===== config.mk =====
export PLATFORM = sky130hd
export DESIGN_NAME = stream_demux1to2_32bit
export DESIGN_NICKNAME = d
export VERILOG_FILES = /design/src/rtl/stream_demux1to2_32bit_pkg.sv /design/src/rtl/stream_demux1to2_32bit_lane_fifo.sv /design/src/rtl/stream_demux1to2_32bit.sv
export SDC_FILE = /design/constraint.sdc
export NUM_CORES = 1
export LEC_CHECK = 0
export BUFFER_PORTS_ARGS = -buffer_cell sky130_fd_sc_hd__buf_2
export CORE_MARGIN = 2
export CORE_UTILIZATION = 53
export DETAILED_ROUTE_END_ITERATION = 8
export PLACE_DENSITY_LB_ADDON = 0.15
export REMOVE_ABC_BUFFERS = 1
export SYNTH_ARGS = -nofsm -noshare
export SYNTH_HDL_FRONTEND = slang
export SYNTH_SLANG_ARGS = --single-unit

===== constraint.sdc =====
create_clock -name clk -period 5.2 [get_ports clk]
set_input_delay 0.52 -clock clk [delete_from_list [all_inputs] [get_ports clk]]
set_output_delay 0.52 -clock clk [all_outputs]
set_load 0.02 [all_outputs]

===== src/rtl/stream_demux1to2_32bit_pkg.sv =====
// Shared constants for the 1:2 stream demux: default payload width,
// lane index encodings and handshake field widths.
package stream_demux1to2_32bit_pkg;

    localparam int DATA_W_DEF = 32;

    localparam logic LANE0 = 1'b0;
    localparam logic LANE1 = 1'b1;

    localparam int VLD_W = 1;
    localparam int RDY_W = 1;

endpackage


===== src/rtl/stream_demux1to2_32bit_lane_fifo.sv =====
// Per-lane synchronous FIFO with registered head; an empty FIFO presents
// zero on its head so the lane output is clean without a bypass path.
module stream_demux1to2_32bit_lane_fifo
    import stream_demux1to2_32bit_pkg::*;
#(
    parameter int DATA_W = DATA_W_DEF,
    parameter int DEPTH  = 2
) (
    input  logic              clk,
    input  logic              rst,
    input  logic              push,
    input  logic [DATA_W-1:0] push_data,
    input  logic              pop,
    output logic              full,
    output logic              empty,
    output logic [DATA_W-1:0] head
);

    localparam int PTR_W = $clog2(DEPTH);
    localparam int OCC_W = PTR_W + 1;

    logic [DATA_W-1:0] mem [DEPTH];
    logic [PTR_W-1:0]  wr_ptr;
    logic [PTR_W-1:0]  rd_ptr;
    logic [OCC_W-1:0]  occ;
    logic              do_push;
    logic              do_pop;

    // A full FIFO refuses the push even when it is popped in the same cycle.
    assign do_push = push && !full;
    assign do_pop  = pop && !empty;

    assign full  = (occ == OCC_W'(DEPTH));
    assign empty = (occ == '0);

    always_ff @(posedge clk or posedge rst) begin
        if (rst) begin
            wr_ptr <= '0;
            rd_ptr <= '0;
            occ    <= '0;
        end else begin
            if (do_push) wr_ptr <= wr_ptr + PTR_W'(1);
            if (do_pop)  rd_ptr <= rd_ptr + PTR_W'(1);
            case ({do_push, do_pop})
                2'b10:   occ <= occ + OCC_W'(1);
                2'b01:   occ <= occ - OCC_W'(1);
                default: occ <= occ;
            endcase
        end
    end

    always_ff @(posedge clk) begin
        if (do_push) mem[wr_ptr] <= push_data;
    end

    assign head = empty ? '0 : mem[rd_ptr];

endmodule


===== src/rtl/stream_demux1to2_32bit.sv =====
// 1:2 valid/ready demux: steers each input word to lane in_sel, buffers it
// in that lane's FIFO, and counts words delivered per lane.
module stream_demux1to2_32bit
    import stream_demux1to2_32bit_pkg::*;
#(
    parameter int DATA_W = DATA_W_DEF,
    parameter int DEPTH  = 2,
    parameter int CNT_W  = 16
) (
    input  logic              clk,
    input  logic              rst,
    input  logic              in_valid,
    output logic              in_ready,
    input  logic [DATA_W-1:0] in_data,
    input  logic              in_sel,
    output logic              out0_valid,
    input  logic              out0_ready,
    output logic [DATA_W-1:0] out0_data,
    output logic              out1_valid,
    input  logic              out1_ready,
    output logic [DATA_W-1:0] out1_data,
    output logic [CNT_W-1:0]  cnt0,
    output logic [CNT_W-1:0]  cnt1
);

    logic full0;
    logic full1;
    logic empty0;
    logic empty1;
    logic push0;
    logic push1;
    logic pop0;
    logic pop1;

    // Ready reflects only the addressed lane, so a full lane never stalls the other.
    assign in_ready = (in_sel == LANE1) ? !full1 : !full0;

    assign push0 = in_valid && in_ready && (in_sel == LANE0);
    assign push1 = in_valid && in_ready && (in_sel == LANE1);

    assign out0_valid = !empty0;
    assign out1_valid = !empty1;
    assign pop0       = out0_valid && out0_ready;
    assign pop1       = out1_valid && out1_ready;

    stream_demux1to2_32bit_lane_fifo #(
        .DATA_W (DATA_W),
        .DEPTH  (DEPTH)
    ) u_lane0 (
        .clk       (clk),
        .rst       (rst),
        .push      (push0),
        .push_data (in_data),
        .pop       (pop0),
        .full      (full0),
        .empty     (empty0),
        .head      (out0_data)
    );

    stream_demux1to2_32bit_lane_fifo #(
        .DATA_W (DATA_W),
        .DEPTH  (DEPTH)
    ) u_lane1 (
        .clk       (clk),
        .rst       (rst),
        .push      (push1),
        .push_data (in_data),
        .pop       (pop1),
        .full      (full1),
        .empty     (empty1),
        .head      (out1_data)
    );

    // Delivery counters wrap silently.
    always_ff @(posedge clk or posedge rst) begin
        if (rst) begin
            cnt0 <= '0;
            cnt1 <= '0;
        end else begin
            if (pop0) cnt0 <= cnt0 + CNT_W'(1);
            if (pop1) cnt1 <= cnt1 + CNT_W'(1);
        end
    end

endmodule


---- Yosys cells after proc, flatten, opt, wreduce, memory -nomap -nowiden ----
Memory sizes are Yosys's and may differ from the RTL's.
Index checks and enable logic that the tools add are counted.
storage, ports and cells
  bits in registers ....................... 40
  logic and storage cells ................. 53
  output and inout bits ................... 99
  memory bits (writable) .................. 128
  memories ................................ 2
memories
  name         words  bits a word  rd ports  clocked after memory_dff  write ports  line                                    text
  u_lane0.mem  2      32           1         0                         1            stream_demux1to2_32bit_lane_fifo.sv:22  logic [DATA_W-1:0] mem [DEPTH];
  u_lane1.mem  2      32           1         0                         1            stream_demux1to2_32bit_lane_fifo.sv:22
operators by class
  reductions and logical operators ........ 17
  add/sub/neg operators ................... 10
  eq/ne operators ......................... 6
  multiplexer cells ....................... 9
  bitwise logic cells ..................... 1
operators with widths
  cell                                                                count
  32-bit two-way mux                                                  2
  16-bit by 1-bit adder with 16-bit output, second input constant     2
  1-bit logical AND                                                   9
  2-bit == test, second input constant                                4
  2-bit one-hot mux with 2 select lines                               2
  1-bit two-way mux                                                   5
  1-bit adder, second input constant                                  4
  2-bit by 1-bit adder with 2-bit output, second input constant       2
  2-bit by 1-bit == test with 1-bit output, second input constant     2
  1-bit logical NOT                                                   4
  2-bit logical NOT                                                   2
  2-bit nonzero test                                                  2
  2-bit by 1-bit subtractor with 2-bit output, second input constant  2
  1-bit inverter                                                      1

---- Logic depth before layout (Yosys ltp) ----
Gate-level depths: netlist (run 1).
  depth after elaboration ................. 8
  depth in mapped cells ................... 7
  gate-level depth less buffers ........... 6

---- Modules after synthesis ----
From an unflattened synthesis (run 1), not the netlist that was laid out.
unflattened totals
  cell total of the unflattened synthesis .. 433
  area total of the unflattened synthesis .. 6672.6 um^2
by module, submodules not included
  module                            times used  sequential area each (um^2)  cells an instance  area an instance (um^2)
  stream_demux1to2_32bit_lane_fifo  2           2021.9                       154                2610.0
  stream_demux1to2_32bit            1           800.8                        125                1452.6

---- Least setup slack after synthesis (run 1) ----
No wires, ideal clock.
  path type ............................... reg-to-reg
  start point ............................. register u_lane1.occ[1]
  end point ............................... memory u_lane1.mem[0][0] (netlist bit) (enable)
  buffers on the path ..................... 0
  period minus slack after synthesis ...... 2.561 ns
  stages on the path, launching flop included .. 4
  data required time ...................... 4.779 ns
  slack ................................... 2.639 ns
  arrival ................................. 2.140 ns
  cells stage by stage .................... dfrtp_1 -> or2b_1 -> nand3_1 -> nor2_1
on the way
  longest elaborated chain between the ends .. 8
ends and longest elaborated chain
  item                                         line                                                                  text
  start: declaration                           stream_demux1to2_32bit_lane_fifo.sv:25                                logic [OCC_W-1:0] occ;
  start signal: assignment                     stream_demux1to2_32bit_lane_fifo.sv:45                                2'b10: occ <= occ + OCC_W'(1);
  start signal: assignment                     stream_demux1to2_32bit_lane_fifo.sv:46                                2'b01: occ <= occ - OCC_W'(1);
  2-bit == test (*)                            stream_demux1to2_32bit_lane_fifo.sv:33                                assign full = (occ == OCC_W'(DEPTH));
  1-bit logical NOT (*)                        stream_demux1to2_32bit_lane_fifo.sv:30, stream_demux1to2_32bit.sv:36
  1-bit two-way mux                            stream_demux1to2_32bit.sv:36                                          assign in_ready = (in_sel == LANE1) ? !full1 : !full0;
  1-bit logical AND (2 in series)              stream_demux1to2_32bit.sv:39                                          assign push1 = in_valid && in_ready && (in_sel == LANE1);
  1-bit logical AND (*)                        stream_demux1to2_32bit_lane_fifo.sv:30                                assign do_push = push && !full;
  1-bit two-way mux (*)                        stream_demux1to2_32bit_lane_fifo.sv:53                                if (do_push) mem[wr_ptr] <= push_data;
  1-bit two-way mux (not written as such) (*)  stream_demux1to2_32bit_lane_fifo.sv:53
  end: declaration                             stream_demux1to2_32bit_lane_fifo.sv:22
Mark *: on every way between the ends. The rest lies on a longest branch, timed or not.

---- Final worst setup path (run 1) ----
  start point ............................. register u_lane1.rd_ptr
  end point ............................... output port out1_data[21]
on the way
  longest elaborated chain between the ends .. 2
ends and longest elaborated chain
  item                      line                                    text
  start: declaration        stream_demux1to2_32bit_lane_fifo.sv:24  logic [PTR_W-1:0] rd_ptr;
  start signal: assignment  stream_demux1to2_32bit_lane_fifo.sv:43  if (do_pop) rd_ptr <= rd_ptr + PTR_W'(1);
  memory 2 x 32 bit         --
  32-bit two-way mux        stream_demux1to2_32bit_lane_fifo.sv:56  assign head = empty ? '0 : mem[rd_ptr];
  end: declaration          stream_demux1to2_32bit.sv:21            output logic [DATA_W-1:0] out1_data,
No other way between the ends.

==> out/metrics.csv, run 1 <==
metric,value,unit
Clock Skews,5.82,ps
Worst Path Arrival,2040,ps
internal power,3.07,mW
CP max FO,33,
largest stage delay on the critical path,1040,ps
# clock sinks,168,
Post-synth top flop,edfxtp_1,
Worst Max-Slew Pin Slew,1050,ps
drt drc,0,
Final Cell Area,0.00814,mm^2
Sw Pwr,1.67,mW
Syn. warnings,0,
"Hold Vio Cnt, Final",0,
"Hold-fix buffers, CTS",0,
initial DRC count,167,
total CTS buffers,17,
HPWL Detailed,7.97,mm
register bit total from synthesis,168,
Die X,116,um
CTS tree,done,
sw frac,35.3,%
floorplan die area,0.0134,mm^2
Mean Syn Cell Area,15.4,um^2
number of synthesized flops with an enable pin,128,
initial antenna violation count,0,
CP Cell Sequence,"mux2i_1, nor2_1, buf_2",
Clock Latency Late Sink,420,ps
final wirelength,12.3,mm
Fmax,390,MHz
status,completed,
# setup viols final,0,
Final Cycle Share,49.3,%
type of origin of the critical path,flop,
Clock Power Share,27.7,%
dpl cell area,0.00749,mm^2
first-pass GRT wire length,19.0,mm
I/O Pins,137,
cts repair resizes,0,
largest net degree at the start of global routing,41,
leakage,3.43,nW
worst setup path category,flop to output pin,
final core occ,67.2,%
initial core utilization,54.6,%
Vias/cell,5.03,
fill count,902,
pwr dens,584,mW/mm^2
Die Height,116,um
CTS H-tree lvls,4,
Root Driver,clkbuf_16,
"Reg clk slew, reported paths",60,ps
Critical Path End Type,output pin,
PortBufs,136,
synth unique cells,28,
sequential power share,40.9,%
layout cells sized above 1,31.2,%
max_cap viols,0,
synthesized area,0.00661,mm^2
Cell Rows,40,
vias,3793,
"Seq/Total Area, Yosys",73.3,%
Tot GR Track Use,19.2,%
P&R area growth vs syn,23.1,%
Logic pwr share,31.4,%
Syn Inst Count,429,
CTS Buffer Depth,2,
core box area,0.0121,mm^2
final setup TNS,0,ps
RePlAce Congestion,0.756,
RSZ-0062 raised after global routing,no,
GRT overflow,0,
vias in the first global route,3725,
min cycle time layout,2560,ps
"antenna viol nets, final",0,
postcts setup bufs,0,
final net count,613,
max-slew violation count,0,
slew margin rel.,30.0,%
peak supply drop,0.280,mV
Pre-antenna DRT Iters,4,
Routed WL per cell,16.3,um
CP required,4680,ps
Crit-path slowest cell,dfrtp_2,
HP Class,input pin to asynchronous set/reset pin,
ys async rst share,23.8,%
[critical path, delay by kind of cell, from the launching register on]
| family | cells | cell delay (ps) |
|---|---|---|
| buffers and inverters | 1 | 170 |
| flip-flops | 1 | 1040 |
| multiplexers | 1 | 340 |
| AND/OR/NAND/NOR | 1 | 80 |
[final timing paths]
path / from / to / slack (ps) / cells past startpoint
hold / removal: rst / cnt0[8] / 230 / 3
setup reg to reg: u_lane1.occ[0] / u_lane1.mem[0][9] / 3020 / 3
hold reg to reg: cnt0[15] / cnt0[15] / 470 / 1
setup / recovery: u_lane1.rd_ptr / out1_data[21] / 2640 / 3
max in group asynchronous: rst / u_lane1.rd_ptr / 4600 / 3
min in group clk: in_data[21] / u_lane0.mem[1][21] / 320 / 1
[Yosys cell counts (6+ instances only)]
master,number,area share (%)
mux2i_1,64,9.7
nand3_1,9,0.68
nor2_1,73,4.1
inv_1,7,0.40
nand2_1,20,1.1
xor2_1,8,1.1
edfxtp_1,128,58
clkbuf_1,8,0.45
dfrtp_1,40,15
buf_2,6,0.45
xnor2_1,32,4.2
nand4_1,9,0.85
[power groups by stage]
stage | Clock, mW | Combinational (mW) | Sequential, mW
after floorplan | 0 | 0.968 | 1.96
after global placement | 0 | 1.50 | 1.96
after detailed placement | 0 | 1.52 | 1.97
after CTS | 1.34 | 1.52 | 1.95
after global routing | 1.40 | 1.62 | 1.98
final | 1.31 | 1.49 | 1.94
[stage by stage]
stage	hold WS (ps)	worst slack, ps	instances	total power [mW]
global placement	457	3040	720	3.46
global route	264	2520	752	5.00
floorplan	468	2640	414	2.92
finish	225	2640	754	4.75
detailed placement	457	3000	720	3.49
CTS	227	2600	752	4.81
[layer usage]
metal  vias up  GRT usage (%)  share of wire (%)
met3        12           6.38                6.8
met1      1836           24.1                 43
met5         -              0                  0
li1       1832              -                  -
met4         0           6.43                1.3
met2       113           31.7                 49
[area by class of cell]
cell class | instances | area (um^2) | area share, %
Antenna cell | 2 | 5.00 | 0.0615
Clock buffer | 26 | 529 | 6.50
Clock inverter | 6 | 110 | 1.35
Inverter | 7 | 26.3 | 0.323
Multi-Input combinational cell | 239 | 1710 | 21.1
Sequential cell | 168 | 4850 | 59.6
Tap cell | 168 | 210 | 2.58
Timing Repair Buffer | 138 | 696 | 8.55
[flip-flops by register name, indices dropped and copies added (netlist names), 2 cells and up]
| signal | count |
|---|---|
| u_lane1.occ | 2 |
| cnt1 | 16 |
| u_lane0.occ | 2 |
| cnt0 | 16 |
| u_lane0.mem | 64 |
| u_lane1.mem | 64 |
[cells in the final DEF (no fill, tap or decap), drive strengths merged]
master      n
and2        2
nor2       73
nand4       9
mux2        1
ha          4
o21ai       2
xnor2      32
o2111ai     1
inv         7
diode       2
or2b        1
clkinvlp    2
clkinv      1
and3        1
dfrtp      40
bufinv      3
mux2i      64
nor4        2
clkbuf     26
nand3       9
nand3b      1
nand2      20
nor3        5
nand2b      1
edfxtp    128
buf       138
xor2        8
and4        3
[cells by family (layout without fill, tap and decap cells)]
group | count (synthesis) | count (layout) | synth area share (%)
mux | 65 | 65 | 9.86
fa+ha+maj | 4 | 4 | 0.757
simple gates | 127 | 127 | 8.78
flops | 168 | 168 | 73.3
compound gates | 3 | 3 | 0.606
xor+xnor | 40 | 40 | 5.30
buf+inv | 22 | 177 | 1.42
other cells | 0 | 2 | 0
(Power assumes the default switching activity.)
==> run 2, diff against run 1 <==
--- a/config.mk
+++ b/config.mk
@@ -5,9 +5,10 @@
 export SDC_FILE = /design/constraint.sdc
 export NUM_CORES = 1
 export LEC_CHECK = 0
+export ABC_AREA = 1
 export BUFFER_PORTS_ARGS = -buffer_cell sky130_fd_sc_hd__buf_2
 export CORE_MARGIN = 2
-export CORE_UTILIZATION = 53
+export CORE_UTILIZATION = 49
 export DETAILED_ROUTE_END_ITERATION = 8
 export PLACE_DENSITY_LB_ADDON = 0.15
 export REMOVE_ABC_BUFFERS = 1
==> constraint.sdc (replaced) <==
create_clock -name clk -period 2.3 [get_ports clk]
set_input_delay 0.23 -clock clk [delete_from_list [all_inputs] [get_ports clk]]
set_output_delay 0.23 -clock clk [all_outputs]
set_load 0.02 [all_outputs]
==> out/metrics.csv, run 2 <==
metric,value,unit,change
status,completed,,
"antenna viol nets, final",0,,unchanged
initial core utilization,49.6,%,-4.9 points
CTS H-tree lvls,4,,unchanged
pwr dens,1270,mW/mm^2,+120%
peak supply drop,0.631,mV,+130%
reg-to-reg startpoint,u_lane0.occ[0],,
GR Layer Usage met2,32.5,%,+0.74 points
met3 usage,5.52,%,-0.86 points
vias in the first global route,4271,,+15%
initial antenna violation count,1,,+1
Critical Path End Type,flop,,
core box area,0.0137,mm^2,+13%
total power,10.6,mW,+120%
Clock Latency Late Sink,420,ps,about the same
Routed WL per cell,15.1,um,-7.4%
"Seq/Total Area, Yosys",71.1,%,-2.2 points
Worst Max-Slew Pin Slew,975,ps,-72.3 ps
max-slew violation count,0,,unchanged
GR Util met1,25.4,%,+1.2 points
area fraction of the dominant cell type after synthesis,56.4,%,-1.7 points
Tot GR Track Use,19.8,%,+0.62 points
vias,4529,,+19%
Die X,122,um,+5.4%
drt drc,0,,unchanged
"Hold-fix buffers, CTS",1,,+1
type of origin of the critical path,flop,,
Regs by FF count,"u_lane0.mem: 64 flops, u_lane1.mem: 64 flops",,
HPWL Detailed,9.19,mm,+15%
Post-synth top flop,edfxtp_1,,
"count leader, synth",nand2_1,,
Final Cell Area,0.00832,mm^2,+2.2%
GRT overflow,0,,unchanged
post-route setup slack,224,ps,-2410 ps
RePlAce Congestion,0.782,,+3.5%
Fmax,482,MHz,
total CTS buffers,17,,unchanged
Vias/cell,4.91,,-2.4%
"commonest non-fill, non-tap cell in the layout",nand2_1,,
largest net degree at the start of global routing,41,,unchanged
"area leader, netlist",edfxtp_1,,
dpl ws,194,ps,-2810 ps
leakage,3.57,nW,+4.1%
final wirelength,13.9,mm,+13%
HP Class,input pin to flop,,
Cell Rows,43,,+7.5%
final net count,771,,+26%
# clock sinks,168,,unchanged
register bit total from synthesis,168,,unchanged
dpl cell area,0.00777,mm^2,+3.7%
floorplan die area,0.0149,mm^2,+11%
CP required,2340,ps,-2340 ps
P&R area growth vs syn,22.1,%,
busiest grt layer,met2,,
Syn. warnings,0,,unchanged
"Reg clk slew, reported paths",60,ps,about the same
synth unique cells,27,,-3.6%
Pre-antenna DRT Iters,4,,unchanged
CP max FO,32,,-3.0%
PortBufs,136,,unchanged
number of synthesized flops with an enable pin,128,,unchanged
Setup crit end,u_lane0.mem[0][22],,
synthesized area,0.00681,mm^2,+3.0%
"Hold Vio Cnt, Final",0,,unchanged
max_cap viols,0,,unchanged
CTS Buffer Depth,2,,unchanged
RSZ-0062 raised after global routing,no,,
cts repair resizes,0,,unchanged
Worst Path Arrival,2120,ps,+80 ps
Mean Syn Cell Area,11.7,um^2,-24%
ys async rst share,23.8,%,unchanged
worst setup path category,flop to flop,,
postcts setup bufs,0,,unchanged
Critical Path Start,u_lane0.occ[0],,
Reg2Reg Depth,3,,unchanged
Clock Skews,7.16,ps,+1.34 ps
leading cell types by count after synthesis,"192 x nand2_1, 128 x edfxtp_1, 66 x a21oi_1",,
layout cells sized above 1,26.4,%,-4.7 points
slew margin rel.,34.9,%,+4.8 points
min cycle time layout,2080,ps,
first-pass GRT wire length,21.9,mm,+15%
Antenna Cells,0,,-2
largest cells by area after synthesis,"edfxtp_1 56%, dfrtp_1 15%, nand2_1 11%, a21oi_1 4.8%, xor2_1 2.4%",,
Final Cycle Share,90.3,%,
Syn Inst Count,581,,+35%
I/O Pins,137,,unchanged
FF-to-FF End,u_lane0.mem[0][22],,
# setup viols final,0,,unchanged
most frequent cells in the layout,"192 x nand2_1, 136 x buf_2, 128 x edfxtp_1",,
initial DRC count,300,,+80%
fill count,1140,,+26%
Die Height,122,um,+5.4%
Root Driver,clkbuf_16,,
FF-to-FF setup slack,220,ps,-2800 ps
CTS tree,done,,
==> run 2: worst max-delay path, cell delays in order, from the launching register on <==
cell      delay (ps)
dfrtp_1          460
or2_2            160
nand3b_1         240
nor2_4           820
==> run 2: final cells by class <==
class / instances / area [um^2] / share of cell area, %
clock inverters: 14 / 110 / 1.32
clock buffers: 18 / 429 / 5.16
repair buffers: 149 / 781 / 9.39
well taps: 180 / 225 / 2.71
flip-flops and latches: 168 / 4840 / 58.3
multi-input cells: 352 / 1770 / 21.3
inverters: 41 / 154 / 1.85
==> run 2: cells by family (layout without fill, tap and decap cells) <==
| kind of cell | count (synthesis) | count (layout) | synth area share (%) |
|---|---|---|---|
| AND/OR/NAND/NOR | 246 | 246 | 15.5 |
| flip-flops | 168 | 168 | 71.1 |
| AO/OA/AOI/OAI | 72 | 72 | 5.38 |
| buffers and inverters | 61 | 222 | 3.38 |
| XOR/XNOR | 30 | 30 | 3.86 |
| adder cells (fa/ha/maj) | 4 | 4 | 0.735 |
==> run 2: power by group <==
group | switching, mW | internal, mW
sequential | 0.268 | 3.78
combinational | 2.77 | 1.19
clock | 1.11 | 1.47
==> run 2: stage by stage <==
stage | setup TNS (ps) | utilization [%] | hold WS [ps] | instances
3_5_place_dp | 0 | 56.6 | 389 | 889
3_3_place_gp | 0 | 56.6 | 388 | 889
2_1_floorplan | -23190 | - | 329 | 561
5_1_grt | 0 | 60.6 | 17.4 | 922
6_report | 0 | 60.6 | 27.2 | 922
4_1_cts | 0 | 60.6 | 12.4 | 922
==> run 2: worst min path at each step <==
stage	start	end	slack [ps]	cells past startpoint
detailed placement	rst	cnt0[13]	390	3
CTS	in_data[25]	u_lane1.mem[1][25]	10	1
floorplan	in_data[0]	u_lane0.mem[0][0]	330	0
finish	in_data[25]	u_lane1.mem[1][25]	30	1
global placement	rst	cnt0[13]	390	3
global route	in_data[16]	u_lane1.mem[0][16]	20	1
==> run 2: metal layers <==
| layer | vias up | routed length [um] |
|---|---|---|
| met3 | 20 | 969 |
| met2 | 149 | 6900 |
| li1 | 2248 | - |
| met5 | - | 11 |
| met1 | 2110 | 5780 |
| met4 | 2 | 227 |
==> run 3, diff against run 2 <==
--- a/config.mk
+++ b/config.mk
@@ -8,7 +8,7 @@
 export ABC_AREA = 1
 export BUFFER_PORTS_ARGS = -buffer_cell sky130_fd_sc_hd__buf_2
 export CORE_MARGIN = 2
-export CORE_UTILIZATION = 49
+export CORE_UTILIZATION = 53
 export DETAILED_ROUTE_END_ITERATION = 8
 export PLACE_DENSITY_LB_ADDON = 0.15
 export REMOVE_ABC_BUFFERS = 1
==> constraint.sdc (replaced) <==
create_clock -name clk -period 2.4 [get_ports clk]
set_input_delay 0.24 -clock clk [delete_from_list [all_inputs] [get_ports clk]]
set_output_delay 0.24 -clock clk [all_outputs]
set_load 0.02 [all_outputs]
==> out/metrics.csv, run 3 (synthesis gave the netlist of run 2 again) <==
metric,value,unit,change
Cell Rows,41,,-4.7%
vias,4617,,+1.9%
crit-path leading delay family,buffers and inverters,,
status,completed,,
dpl ws,495,ps,+301 ps
CTS H-tree lvls,4,,unchanged
Root Driver,clkbuf_16,,
PortBufs,136,,unchanged
most frequent cells in the layout,"192 x nand2_1, 136 x buf_2, 128 x edfxtp_1",,
final net count,774,,+0.39%
Worst Max-Slew Pin Slew,528,ps,-447 ps
initial DRC count,287,,-4.3%
Layout Cells excl Fill,918,,-0.43%
met2 WL,6.97,mm,+1.1%
min cycle time layout,2150,ps,
max layer used,met5,,
Worst Path Arrival,1910,ps,-210 ps
# setup viols final,0,,unchanged
Final Cell Area,0.00840,mm^2,+1.1%
total power,10.4,mW,-2.2%
Critical Path End Type,output pin,,
Sw Pwr,4.03,mW,-2.7%
post-route setup slack,248,ps,+24.0 ps
Post-Place Cells,884,,-0.56%
floorplan die area,0.0138,mm^2,-7.3%
RePlAce Congestion,0.793,,+1.4%
internal power,6.33,mW,-1.8%
"Hold-fix buffers, CTS",1,,unchanged
worst setup path category,flop to output pin,,
CP required,2160,ps,-180 ps
Final Cycle Share,89.7,%,
sw frac,38.9,%,-0.21 points
total CTS buffers,17,,unchanged
HPWL Detailed,9.50,mm,+3.4%
Routed WL per cell,15.6,um,+3.6%
first-pass GRT wire length,23.2,mm,+6.3%
P&R area growth vs syn,23.4,%,
Hold Path Cell Cnt,1,,unchanged
Pre-antenna DRT Iters,4,,unchanged
max_cap viols,0,,unchanged
Clock Latency Late Sink,420,ps,about the same
peak supply drop,0.763,mV,+21%
Crit-path slowest cell,dfrtp_1,,
leakage,3.60,nW,+0.68%
Fmax,465,MHz,
I/O Pins,137,,unchanged
critical path buffer and inverter count,2,,+2
CP Cell Sequence,"nor2_4, buf_4, a21oi_1, buf_2",,
Reg2Reg Depth,6,,+3
CP max FO,21,,-34%
initial core utilization,54.2,%,+4.5 points
initial antenna violation count,2,,+1
"antenna viol nets, final",0,,unchanged
met3 wire len,918,um,-5.3%
Clock Power Share,24.8,%,+0.4 points
type of origin of the critical path,flop,,
pwr dens,1230,mW/mm^2,-3.2%
slew margin rel.,64.8,%,+30 points
Regs by FF count,"u_lane0.mem: 64 flops, u_lane1.mem: 64 flops",,
RSZ-0062 raised after global routing,no,,
HP Class,input pin to flop,,
hold slack,34.5,ps,+7.36 ps
Tot GR Track Use,21.7,%,+1.9 points
"commonest non-fill, non-tap cell in the layout",nand2_1,,
dpl cell area,0.00783,mm^2,+0.81%
core box area,0.0126,mm^2,-8.4%
drt drc,0,,unchanged
cts repair resizes,0,,unchanged
"Reg clk slew, reported paths",60,ps,about the same
final wirelength,14.3,mm,+3.2%
vias in the first global route,4573,,+7.1%
"logic depth of the worst path, buffers included",4,,+1
Clock Skews,14.1,ps,+6.90 ps
sequential power share,37.4,%,-0.8 points
Vias/cell,5.03,,+2.4%
"Hold Vio Cnt, Final",0,,unchanged
largest net degree at the start of global routing,41,,unchanged
CTS tree,done,,
Post-Route M1 WL,6.23,mm,+7.7%
Die Height,117,um,-3.7%
postcts setup bufs,0,,unchanged
layout cells sized above 1,26.4,%,+0.028 points
Logic pwr share,37.8,%,+0.4 points
CTS Buffer Depth,2,,unchanged
largest stage delay on the critical path,450,ps,-370 ps
# clock sinks,168,,unchanged
max-slew violation count,0,,unchanged
Die X,117,um,-3.7%
GRT overflow,0,,unchanged
run 3: power by group through the flow:
| stage | Combinational, mW | Sequential [mW] | Clock (mW) |
|---|---|---|---|
| finish | 3.92 | 3.87 | 2.57 |
| global route | 4.23 | 3.92 | 2.73 |
| CTS | 3.94 | 3.87 | 2.61 |
| detailed placement | 3.92 | 3.93 | 0 |
| global placement | 3.85 | 3.91 | 0 |
| floorplan | 2.20 | 4.11 | 0 |
run 3: layout make-up:
cell class | instances | area [um^2]
inverter | 41 | 154
timing repair buffer | 152 | 853
antenna | 1 | 2.50
tap | 172 | 215
sequential | 168 | 4840
clock inverter | 14 | 134
fill | 968 | 4160
multi-input combinational | 352 | 1770
clock buffer | 18 | 429
run 3: path summary, 6_finish.rpt:
check,from,endpoint,slack [ps]
worst min register to register,cnt0[14],cnt0[14],490
worst min-delay path,in_data[16],u_lane0.mem[1][16],30
max in group asynchronous,rst,cnt0[2],1550
worst max-delay path,u_lane0.occ[0],out0_data[20],250
min in group asynchronous,rst,cnt0[14],490
worst max register to register,u_lane0.occ[0],u_lane0.occ[1],470
run 3: stage by stage:
| step | TNS [ps] | utilization (%) |
|---|---|---|
| after floorplan | -10390 | - |
| after global placement | 0 | 62.3 |
| after detailed placement | 0 | 62.3 |
| after CTS | 0 | 66.8 |
| after global routing | 0 | 66.8 |
| final | 0 | 66.9 |
run 3: layer usage:
layer  up-vias  global-route usage [%]
met3        21                    6.18
met2       157                    35.1
li1       2250                       -
met4         2                    6.85
met5         -                       0
met1      2187                    28.8
